--- src/rtl/seg7_pkg.sv ---
// Shared 7-segment types, segment constants and the BCD glyph table.
// Segments are active-low, ordered gfedcba.
package seg7_pkg;

    typedef logic [6:0] seg7_t;

    localparam seg7_t SEG_OFF  = 7'h7F;
    localparam seg7_t SEG_DASH = 7'h3F;

    // Nibbles 10..15 are not BCD and render as a dash.
    function automatic seg7_t seg7_of(input logic [3:0] d);
        seg7_t s;
        case (d)
            4'd0:    s = 7'h40;
            4'd1:    s = 7'h79;
            4'd2:    s = 7'h24;
            4'd3:    s = 7'h30;
            4'd4:    s = 7'h19;
            4'd5:    s = 7'h12;
            4'd6:    s = 7'h02;
            4'd7:    s = 7'h78;
            4'd8:    s = 7'h00;
            4'd9:    s = 7'h10;
            default: s = SEG_DASH;
        endcase
        return s;
    endfunction

endpackage

--- src/rtl/bcd_to_seg7.sv ---
// Combinational BCD nibble to 7-segment glyph decoder.
// Output is active-low gfedcba.
module bcd_to_seg7
    import seg7_pkg::*;
(
    input  logic [3:0] nibble,
    output seg7_t      seg
);

    // Pure table lookup.
    always_comb begin
        seg = seg7_of(nibble);
    end

endmodule

--- src/rtl/bcd_display_scan.sv ---
// Time-multiplexed 7-segment scanner for a packed-BCD value.
// Double-buffered: new data becomes visible only at a frame boundary.
module bcd_display_scan
    import seg7_pkg::*;
#(
    parameter int DIGITS      = 8,
    parameter int SCAN_DIV    = 50000,
    parameter int BLANK_ZEROS = 1
) (
    input  logic                  clock,
    input  logic                  reset,
    input  logic                  load,
    input  logic [4*DIGITS-1:0]   bcd_in,
    input  logic                  neg_in,
    output logic [DIGITS-1:0]     digit_sel,
    output seg7_t                 seg,
    output logic                  neg_led,
    output logic                  frame_done
);

    localparam int IW = (DIGITS > 1) ? $clog2(DIGITS) : 1;
    localparam int PW = (SCAN_DIV > 1) ? $clog2(SCAN_DIV) : 1;
    localparam logic [IW-1:0] LAST_IDX = IW'(DIGITS - 1);
    localparam logic [PW-1:0] LAST_CNT = PW'(SCAN_DIV - 1);
    localparam logic [DIGITS-1:0] ONE_HOT0 = DIGITS'(1);

    logic [PW-1:0]         presc;
    logic [IW-1:0]         idx;
    logic [4*DIGITS-1:0]   shadow;
    logic                  shadow_neg;
    logic                  pending;
    logic [4*DIGITS-1:0]   active;
    logic                  active_neg;

    logic                  tick;
    logic                  wrap;
    logic [IW-1:0]         msd;
    logic [IW-1:0]         msd_p1;
    logic                  nonzero;
    logic                  neg_show;
    logic                  show_dash;
    logic [3:0]            cur_nib;
    seg7_t                 dec_seg;
    seg7_t                 seg_next;

    assign tick = (presc == LAST_CNT);
    assign wrap = tick && (idx == LAST_IDX);

    // Prescaler: one tick every SCAN_DIV cycles.
    always_ff @(posedge clock) begin
        if (reset) begin
            presc <= '0;
        end else if (tick) begin
            presc <= '0;
        end else begin
            presc <= presc + PW'(1);
        end
    end

    // Digit index advances on each tick and wraps after the last digit.
    always_ff @(posedge clock) begin
        if (reset) begin
            idx <= '0;
        end else if (tick) begin
            idx <= (idx == LAST_IDX) ? '0 : idx + IW'(1);
        end
    end

    // Shadow/active double buffer; a load in the wrap cycle lands in
    // shadow while active takes the older pending value.
    always_ff @(posedge clock) begin
        if (reset) begin
            shadow     <= '0;
            shadow_neg <= 1'b0;
            pending    <= 1'b0;
            active     <= '0;
            active_neg <= 1'b0;
        end else begin
            if (wrap && pending) begin
                active     <= shadow;
                active_neg <= shadow_neg;
                pending    <= 1'b0;
            end
            if (load) begin
                shadow     <= bcd_in;
                shadow_neg <= neg_in;
                pending    <= 1'b1;
            end
        end
    end

    // Highest nonzero digit position; zero when the value is zero.
    always_comb begin
        msd = '0;
        for (int i = 0; i < DIGITS; i++) begin
            if (active[i*4 +: 4] != 4'd0) begin
                msd = IW'(i);
            end
        end
    end

    assign nonzero   = (active != '0);
    assign neg_show  = active_neg && nonzero;
    assign msd_p1    = msd + IW'(1);
    assign show_dash = neg_show && (msd != LAST_IDX);
    assign cur_nib   = active[idx*4 +: 4];

    bcd_to_seg7 u_dec (
        .nibble (cur_nib),
        .seg    (dec_seg)
    );

    // Glyph for the current position: digit, minus sign or blank.
    always_comb begin
        seg_next = dec_seg;
        if ((BLANK_ZEROS != 0) && (idx > msd)) begin
            if (show_dash && (idx == msd_p1)) begin
                seg_next = SEG_DASH;
            end else begin
                seg_next = SEG_OFF;
            end
        end
    end

    // Output register, one cycle behind the index/active state.
    always_ff @(posedge clock) begin
        if (reset) begin
            digit_sel  <= '1;
            seg        <= SEG_OFF;
            neg_led    <= 1'b0;
            frame_done <= 1'b0;
        end else begin
            digit_sel  <= ~(ONE_HOT0 << idx);
            seg        <= seg_next;
            neg_led    <= neg_show;
            frame_done <= wrap;
        end
    end

endmodule

--- config.mk ---
export PLATFORM = sky130hd
export DESIGN_NAME = bcd_display_scan
export DESIGN_NICKNAME = d
export VERILOG_FILES = /design/src/rtl/seg7_pkg.sv /design/src/rtl/bcd_to_seg7.sv /design/src/rtl/bcd_display_scan.sv
export SDC_FILE = /design/constraint.sdc
export NUM_CORES = 1
export LEC_CHECK = 0
export CAP_MARGIN = 20
export CORE_MARGIN = 2
export CORE_UTILIZATION = 55
export CTS_BUF_LIST = sky130_fd_sc_hd__clkbuf_4
export DETAILED_ROUTE_END_ITERATION = 16
export PLACE_DENSITY = 0.8
export RECOVER_POWER = 25
export SYNTH_ARGS = -nofsm -noshare
export SYNTH_HDL_FRONTEND = slang
export SYNTH_SLANG_ARGS = --single-unit
--- constraint.sdc ---
create_clock -name clock -period 2.8 [get_ports clock]
set_input_delay 0.42 -clock clock [delete_from_list [all_inputs] [get_ports clock]]
set_output_delay 0.42 -clock clock [all_outputs]
set_load 0.02 [all_outputs]
==> flow_summary.ini <==
[routing]
antenna_left = 0
routed_via_density = 5.44
first_pass_iters = 4
wirelength_microns = 8320
wire_per_inst_microns = 14.3
num_vias = 3161
drtIter0Drc = 148
drcViolationCount = 0

[logic_synthesis]
synth_edf_count = 0
syn_inst = 428
synth-seq-area-share_pct = 47.0
syn_area_sq_um = 4380
ys_warn_count = 0
synth_top_cell_area_share_pct = 47.0
syn_avg_cell_area_sq_um = 10.2
ys_ff_latch = 103
synthArstFlopShare_pct = 0
synth_top_flop_cell = dfxtp_1
yosysTopAreaCell = dfxtp_1
ys_top_cells_by_count = dfxtp_1 (103), nor2_1 (95), mux2i_1 (70)
syn-num-nets = 481
yosysMostFrequentCell = dfxtp_1
synth_cell_type_count = 42
yosys-top-cells-area = dfxtp_1 (47%), mux2i_1 (16%), nor2_1 (8.1%), ha_1 (4.9%), mux4_1 (3.6%)

[clock_tree]
insertion_delay_ns = 0.45
clock-root-buffer = clkbuf_4
ctsHoldBuffers = 0
clk_pin_slew_worst_paths_ns = 0.15
htree_levels = 3
tritoncts = done
cts_buffers = 9
clock-sinks = 103
clk_path_buf_depth = 2

[cells_and_area]
syn_to_final_growth_pct = 18.1
stdcell_area_sq_um = 5180
seq_area_sq_um = 2060
stdcell_count = 581
nFillCells = 602
multi_input_area_sq_um = 2180
drive_above_1_share_pct = 8.35
diodes = 0
nets = 528

[timing]
fmaxAchievable_mhz = 376
hold_viol = 0
timing.final.crit_share_pct = 94.9
skew_ns = 0.0170
tightest_slew_ns = 2.31
setup_slack_ns = 0.144
maxSlewHeadroom_pct = -53.9
slew_viol_final = 35
min_period_ns = 2.66
setup_viol = 0

[status]
status = finished, violations left
violations = max-capacitance violations, max-slew violations

[floorplanning]
start_util_pct = 56.7
die_h_microns = 93.3
row_count = 32
pin_count = 53
die_x_microns = 93.3
dieArea_sq_um = 8700
core_sq_um = 7730

[setup_path]
crit_path_max_fanout = 3
worst_ep_required_time_ns = 3.13
regToRegSetupSlack_ns = 0.14
end_kind = register
startpoint_type = register
cp.arrival_ns = 2.98
path_class = register to register

[global_route]
grt_pass1_wl_microns = 14300
grt.total_usage_pct = 20.7
grt_antenna_before_repair = 0
grt_max_degree = 43
grt-ovfl-total = 0
grt_pass1_vias = 3105

[place]
port_buffers = 52
place_area_sq_um = 4920
pre_cts_ws_ns = 0.0680
dp_hpwl_microns = 5870
place.gp.congestion = 0.840
numPlacedInstances = 563

[pwr]
power.density_nw_per_um2 = 519
vdd_ir_drop_max_uv = 349
p_leak_nw = 2.40

[hold_path]
hp-class = primary input to register

[job]
maxCapViolCount = 1
==> kinds of logic after synthesis <==
family / synth area share, %
simple gates: 17.0
compound gates: 2.77
xor+xnor: 3.20
fa+ha+maj: 4.85
buf+inv: 4.05
mux: 21.1
flops: 47.0
==> registers in the layout (all words and copies together), names as in the netlist, 3 cells and up <==
register	cells
presc	16
shadow	32
idx	3
active	32
seg	7
digit_sel	8
==> worst paths after layout <==
| check | startpoint | endpoint | cells past startpoint |
|---|---|---|---|
| min | reset | shadow[14] | 2 |
| min reg2reg | presc[0] | presc[0] | 1 |
| max | active[8] | seg[6] | 10 |
| max reg2reg | active[8] | seg[6] | 10 |
==> worst max-delay path: stages (launching register included) <==
cell and delay, ns:
dfxtp_2 0.35, or4_1 0.53, o21ai_2 0.13, a21boi_1 0.08, o21ai_1 0.23, ha_2 0.21, ha_1 0.23, xor2_1 0.15
or4_4 0.42, nor3_2 0.12, o32ai_1 0.10
==> metal layers <==
layer / wire length, microns / GRT usage (%) / vias to the layer above
li1: - / - / 1567
met1: 3580 / 25.7 / 1496
met2: 4130 / 35.0 / 87
met3: 465 / 5.00 / 11
met4: 147 / 7.84 / 0
met5: 0 / 0 / -
==> power breakdown <==
group	internal [mW]	switching [mW]	leakage [nW]
combinational	0.0904	0.0681	1.45
clock	0.537	0.463	0.106
sequential	1.50	0.0229	0.841
==> cell usage in the layout (no fill, tap or decap), drive strengths merged, types with 3 or more instances in the layout <==
master	netlist	layout
or4	3	3
clkdlybuf4s50	0	50
mux2i	70	70
ha	17	17
nand4	5	6
a21oi	6	6
dfxtp	103	103
clkbuf	13	10
nand2b	4	4
bufinv	0	4
nand2	17	17
nand3	7	7
nor2	95	95
o21ai	9	9
mux4	8	8
inv	11	11
xnor2	6	6
nor3	6	6
clkinv	1	3
buf	10	7
xor2	10	10
nor4	9	9
==> timing repair <==
action,CTS,global route
buffers inserted,0,2
gates resized for setup,0,11
endpoints found under the setup margin,0,6
==> cell type report <==
cell class | count | share of cell area [%]
multi-input cells | 291 | 42.2
flip-flops and latches | 103 | 39.9
repair buffers | 58 | 10.7
clock inverters | 6 | 2.59
well taps | 102 | 2.47
clock buffers | 9 | 1.31
inverters | 12 | 0.870
==> per-stage QoR <==
step	util [%]	TNS (ns)	power [mW]	hold WS, ns
after CTS	66.3	0	2.71	0.477
after detailed placement	63.6	0	1.72	0.472
after global routing	67.0	-0.0193	2.79	0.497
final	67.0	0	2.69	0.489
after floorplan	-	0	1.64	0.426
after global placement	63.6	0	1.71	0.438
No activity file was read; power rests on OpenSTA's default activity.
